[config.mk]
export PLATFORM = sky130hd
export DESIGN_NAME = obi_rready_buffer
export DESIGN_NICKNAME = d
export VERILOG_FILES = /design/src/rtl/obi_rready_buffer.sv
export SDC_FILE = /design/constraint.sdc
export NUM_CORES = 1
export LEC_CHECK = 0
export CAP_MARGIN = 20
export CORE_AREA = 4 4 92 94
export DETAILED_ROUTE_END_ITERATION = 16
export DIE_AREA = 0 0 96 98
export GPL_TIMING_DRIVEN = 0
export PLACE_DENSITY_LB_ADDON = 0.25
export SLEW_MARGIN = 0
export SYNTH_ARGS = -nofsm -noshare
export SYNTH_HDL_FRONTEND = slang
export SYNTH_SLANG_ARGS = --single-unit
[constraint.sdc]
create_clock -name clk_i -period 3.6 [get_ports clk_i]
set_clock_uncertainty 0.15 [all_clocks]
set_input_delay 0.54 -clock clk_i [delete_from_list [all_inputs] [get_ports clk_i]]
set_output_delay 0.54 -clock clk_i [all_outputs]
set_load 0.02 [all_outputs]
[src/rtl/obi_rready_buffer.sv]
// Adds rready back-pressure in front of an OBI subordinate that cannot stall its R channel.
// Optional same-cycle R bypass when OBI_RREADY_BUFFER_BYPASS_EN is defined.
//
// Port layout (packed, MSB first):
//   *_req : {a[AChanWidth-1:0], req, rready}
//   *_rsp : {gnt, rvalid, r[RChanWidth-1:0]}
module obi_rready_buffer #(
    parameter int unsigned AChanWidth = 32,
    parameter int unsigned RChanWidth = 32,
    parameter int unsigned Depth      = 2,
    parameter bit          UseRReady  = 1'b1,
    parameter bit          Integrity  = 1'b0
) (
    input  logic                  clk_i,
    input  logic                  rst_ni,
    input  logic [AChanWidth+1:0] sbr_req_i,
    output logic [RChanWidth+1:0] sbr_rsp_o,
    output logic [AChanWidth+1:0] mgr_req_o,
    input  logic [RChanWidth+1:0] mgr_rsp_i
);

    localparam int unsigned MemDepth = (Depth > 0) ? Depth : 1;
    localparam int unsigned CntW     = $clog2(MemDepth + 1);
    localparam int unsigned PtrW     = (MemDepth > 1) ? $clog2(MemDepth) : 1;

    localparam logic [CntW-1:0] DepthCnt = CntW'(MemDepth);
    localparam logic [CntW-1:0] CntOne   = CntW'(1);
    localparam logic [PtrW-1:0] LastPtr  = PtrW'(MemDepth - 1);
    localparam logic [PtrW-1:0] PtrOne   = PtrW'(1);

    if (Depth == 0) begin : g_bad_depth
        $fatal(1, "obi_rready_buffer: Depth must be at least 1");
    end
    if (!UseRReady) begin : g_bad_rready
        $fatal(1, "obi_rready_buffer: ObiCfg.UseRReady must be 1");
    end
    if (Integrity) begin : g_bad_integrity
        $fatal(1, "obi_rready_buffer: ObiCfg.Integrity must be 0");
    end

    // ---------------------------------------------------------------------
    // Port unpacking
    // ---------------------------------------------------------------------
    logic [AChanWidth-1:0] sbr_a;
    logic                  sbr_req;
    logic                  sbr_rready;
    logic                  mgr_gnt;
    logic                  mgr_rvalid;
    logic [RChanWidth-1:0] mgr_r;

    assign {sbr_a, sbr_req, sbr_rready} = sbr_req_i;
    assign {mgr_gnt, mgr_rvalid, mgr_r} = mgr_rsp_i;

    // ---------------------------------------------------------------------
    // State
    // ---------------------------------------------------------------------
    logic [CntW-1:0]       cnt_q, cnt_d;
    logic [CntW-1:0]       fill_q, fill_d;
    logic [PtrW-1:0]       wr_ptr_q, wr_ptr_d;
    logic [PtrW-1:0]       rd_ptr_q, rd_ptr_d;
    logic [RChanWidth-1:0] mem_q [MemDepth];
    logic [RChanWidth-1:0] mem_d [MemDepth];

    logic                  full;
    logic                  empty;
    logic                  fifo_full;
    logic                  bypass;
    logic                  mgr_req;
    logic                  sbr_gnt;
    logic                  sbr_rvalid;
    logic [RChanWidth-1:0] sbr_r;
    logic                  a_hs;
    logic                  r_hs;
    logic                  push;
    logic                  pop;

    // Credit limit comes only from registered state, so rready never reaches gnt.
    assign full      = (cnt_q == DepthCnt);
    assign empty     = (fill_q == '0);
    assign fifo_full = (fill_q == DepthCnt);

    // ---------------------------------------------------------------------
    // A channel: zero-latency pass-through, gated by the credit limit
    // ---------------------------------------------------------------------
    assign mgr_req = sbr_req && !full;
    assign sbr_gnt = mgr_gnt && !full;
    assign a_hs    = mgr_req && mgr_gnt;

    assign mgr_req_o = {sbr_a, mgr_req, 1'b1};

    // ---------------------------------------------------------------------
    // R channel
    // ---------------------------------------------------------------------
`ifdef OBI_RREADY_BUFFER_BYPASS_EN
    assign bypass = empty && mgr_rvalid;
`else
    assign bypass = 1'b0;
`endif

    always_comb begin
        sbr_rvalid = 1'b0;
        sbr_r      = '0;
        if (!empty) begin
            sbr_rvalid = 1'b1;
            sbr_r      = mem_q[rd_ptr_q];
        end else if (bypass) begin
            sbr_rvalid = 1'b1;
            sbr_r      = mgr_r;
        end
    end

    assign r_hs = sbr_rvalid && sbr_rready;
    assign pop  = !empty && sbr_rready;
    // A bypassed response that is accepted immediately never touches the FIFO.
    assign push = mgr_rvalid && !(bypass && sbr_rready);

    assign sbr_rsp_o = {sbr_gnt, sbr_rvalid, sbr_r};

    // ---------------------------------------------------------------------
    // Next-state logic
    // ---------------------------------------------------------------------
    function automatic logic [PtrW-1:0] ptr_inc(input logic [PtrW-1:0] ptr);
        return (ptr == LastPtr) ? '0 : ptr + PtrOne;
    endfunction

    always_comb begin
        cnt_d = cnt_q;
        if (a_hs && !r_hs) begin
            cnt_d = cnt_q + CntOne;
        end else if (!a_hs && r_hs) begin
            cnt_d = cnt_q - CntOne;
        end
    end

    always_comb begin
        fill_d   = fill_q;
        wr_ptr_d = wr_ptr_q;
        rd_ptr_d = rd_ptr_q;
        mem_d    = mem_q;
        if (push) begin
            mem_d[wr_ptr_q] = mgr_r;
            wr_ptr_d        = ptr_inc(wr_ptr_q);
        end
        if (pop) begin
            rd_ptr_d = ptr_inc(rd_ptr_q);
        end
        if (push && !pop) begin
            fill_d = fill_q + CntOne;
        end else if (!push && pop) begin
            fill_d = fill_q - CntOne;
        end
    end

    always_ff @(posedge clk_i or negedge rst_ni) begin
        if (!rst_ni) begin
            cnt_q    <= '0;
            fill_q   <= '0;
            wr_ptr_q <= '0;
            rd_ptr_q <= '0;
            for (int i = 0; i < MemDepth; i++) begin
                mem_q[i] <= '0;
            end
        end else begin
            cnt_q    <= cnt_d;
            fill_q   <= fill_d;
            wr_ptr_q <= wr_ptr_d;
            rd_ptr_q <= rd_ptr_d;
            mem_q    <= mem_d;
        end
    end

    // ---------------------------------------------------------------------
    // Protocol checks
    // ---------------------------------------------------------------------
`ifndef SYNTHESIS
    a_rvalid_has_credit : assert property (@(posedge clk_i) disable iff (!rst_ni)
        mgr_rvalid |-> (cnt_q != '0))
        else $error("obi_rready_buffer: mgr rvalid without outstanding transaction");

    a_no_overflow : assert property (@(posedge clk_i) disable iff (!rst_ni)
        (push && fifo_full) |-> pop)
        else $error("obi_rready_buffer: response FIFO overflow");

    a_req_stable : assert property (@(posedge clk_i) disable iff (!rst_ni)
        (sbr_req && !sbr_gnt) |=> (sbr_req && $stable(sbr_a)))
        else $error("obi_rready_buffer: request changed while waiting for gnt");
`endif

endmodule

==> out/metrics.yaml <==
clocking:
  cts_max_path_buffers: 2
  clkTransAtPathRegs_ns: 0.07
  clockRootBuffer: "clkbuf_8"
  insertion_delay_ns: 0.33
  post_cts_resized: 0
  cts_buffers: 9
  clock-sinks: 70
  post_cts_buffers: 0
  hold_buffers: 0
  htree_levels: 3
  cts_tree: "yes"
route:
  totalWireLength_um: 7330
  drt.antenna.violating_nets: 0
  post_drt_wl_per_cell_um: 14.9
  first_iter_violations: 48
  viasPerCell: 4.74
  first_pass_iters: 3
  drc: 0
  vias: 2326
worst_setup_path:
  cp-start-kind: "register"
  arrival_ns: 2.09
  required_ns: 2.91
  worst-setup-path-type: "register to primary output"
  crit_fanout: 10
  end_kind: "primary output"
place:
  place_congestion: 0.690
  io_buffers: 104
  placed_cell_area_mm2: 0.00465
  dp.cells: 476
  dp_hpwl_um: 5190
  place_ws_ns: 1.10
floorplan:
  die-area_mm2: 0.00941
  num_rows: 32
  core_area_mm2: 0.00765
  die_y_um: 98
  start_util_pct: 45.5
  die-width_um: 96
  pin_count: 138
sta:
  maxSlewViolCount: 0
  worst_slew_pin_slew_ns: 0.867
  final.setup.tns_ns: 0
  rsz0062_at_grt: "false"
  period_share_pct: 77.3
  hold_violations: 0
  fin_crit_ns: 2.78
  fmax_mhz: 360
  max-slew-margin-rel_pct: 42.2
  setup_viol: 0
  setup_slack_ns: 0.819
synthesis:
  synth_most_common_cell: "dfrtp_1"
  syn_inst: 270
  synth-edff-count: 0
  syn-num-nets: 342
  yosysWarnings: 0
  synth_cell_types: 19
  synthTopCellsByArea: "dfrtp_1 (50%), mux2_2 (17%), mux2i_1 (9.2%), buf_4 (8.4%), mux2_4 (4.3%)"
  synth_area_mm2: 0.00348
  synth_ff_type: "dfrtp_1"
  synth_common_cells: "dfrtp_1 (70), mux2_2 (54), buf_4 (39)"
  synth_top_area_cell: "dfrtp_1"
  yosysTopAreaCellShare_pct: 50.3
  ys_seq_area_share_pct: 50.3
  synth-seq-cells: 70
  synth.avg_cell_area_um2: 12.9
  synthArstFlopShare_pct: 100
global_route:
  grt_pass1_wl_um: 11800
  grt_pass1_vias: 2455
  groute.usage.overall_pct: 16.2
  grt_max_degree: 71
  busiest_layer: "met2"
  antenna_found_initial: 0
  grt_overflow: 0
  groute.layer.met3.usage_pct: 4.01
  met1_usage_pct: 21.4
  grt_util_met2_pct: 25.9
pwr:
  p_int_w: 0.00294
  ir_drop_v: 0.000677
  power_frac_seq_pct: 30.5
  p_sw_share_pct: 35.7
  clkPwrFrac_pct: 15.5
  p_leak_nw: 2.20
  power_per_cell_area_mw_per_mm2: 938
  p_total_w: 0.00457
  p_comb_share_pct: 54.0
  switching_power_w: 0.00163
finish:
  antenna_cells: 0
  fillers: 626
  drive_gt1_share_pct: 33.2
  area_growth_pct: 39.9
  nets: 457
  fin_cells: 491
  stdcell_area_mm2: 0.00487
  seq_area_mm2: 0.00175
  multi_input_area_mm2: 0.00135
run_status:
  status: "completed"
min_path:
  hp-class: "input pin to async pin"
flow_run:
  maxCapViolations: 0
layout by cell type (no fill, tap or decap), drive strengths merged:
master	synthesis	routed
mux2	64	64
xor2	5	5
inv	1	1
nand2	2	2
buf	50	51
clkbuf	0	12
clkdlybuf4s50	0	103
nor2b	1	1
mux2i	32	32
nor2	35	35
and3	1	1
nand2b	1	1
bufinv	0	2
ha	2	2
conb	1	1
xnor2	3	3
clkinvlp	0	1
and2	2	2
dfrtp	70	70
worst paths after layout:
path,startpoint,to,slack (ns),cells after the start
max,fill_q[0]$_DFFE_PN0P_,sbr_rsp_o[21],0.82,4
min,rst_ni,cnt_q[0]$_DFFE_PN0P_,0.16,1
max reg2reg,fill_q[0]$_DFFE_PN0P_,fill_q[1]$_DFFE_PN0P_,1.67,7
min reg2reg,fill_q[1]$_DFFE_PN0P_,fill_q[1]$_DFFE_PN0P_,0.32,1
max in group asynchronous,rst_ni,mem_q[16]$_DFFE_PN0P_,2.56,1
min in group clk_i,fill_q[1]$_DFFE_PN0P_,fill_q[1]$_DFFE_PN0P_,0.32,1
cell type report:
type                            count  share of cell area, %
Sequential cell                    70                   36.0
Multi-Input combinational cell    149                   27.7
Timing Repair Buffer              104                   21.3
Buffer                             50                   7.74
Clock buffer                       12                   3.19
Tap cell                          102                   2.62
Clock inverter                      3                   1.39
Inverter                            1                 0.0771
logic make-up (layout without fill, tap and decap cells):
logic type                 Yosys count  after routing  synth area share, %
xor gates and xnor gates             8              8                 2.01
buffers and inverters               51            170                 10.9
other                                1              1                0.108
DFF                                 70             70                 50.3
adders and majority gates            2              2                0.719
and+or+nand+nor                     42             42                 4.89
muxes                               96             96                 31.0
critical path, cell delays in order (launching register included):
cell and delay (ns):
dfrtp_1 0.42, nor2_1 0.37, buf_2 0.34, nor2_1 0.08
clkdlybuf4s50_1 0.54
registers in the layout, summed over array words and instances (netlist names):
signal    flops
cnt_q         2
wr_ptr_q      1
fill_q        2
rd_ptr_q      1
mem_q        64
metal layers:
layer / wire (µm) / vias up / part of all wire, %
li1: - / 1097 / -
met1: 3160 / 1133 / 43
met2: 3570 / 86 / 49
met3: 526 / 10 / 7.2
met4: 78 / 0 / 1.1
met5: 0 / - / 0
metrics by stage:
stage                     hold WS (ns)  util (%)
after floorplan                 0.0944         -
after global placement           0.307      60.8
after detailed placement         0.308      60.7
after CTS                        0.202      63.7
after global routing             0.232      63.7
final                            0.160      63.7
power by group through the flow:
stage               clock [W]  sequential, W  combinational, W
global placement            0        0.00139           0.00247
floorplan                   0        0.00135           0.00159
CTS                  0.000725        0.00140           0.00250
finish               0.000707        0.00139           0.00247
detailed placement          0        0.00141           0.00249
global route         0.000766        0.00145           0.00266
No activity file was read; power rests on OpenSTA's default activity.
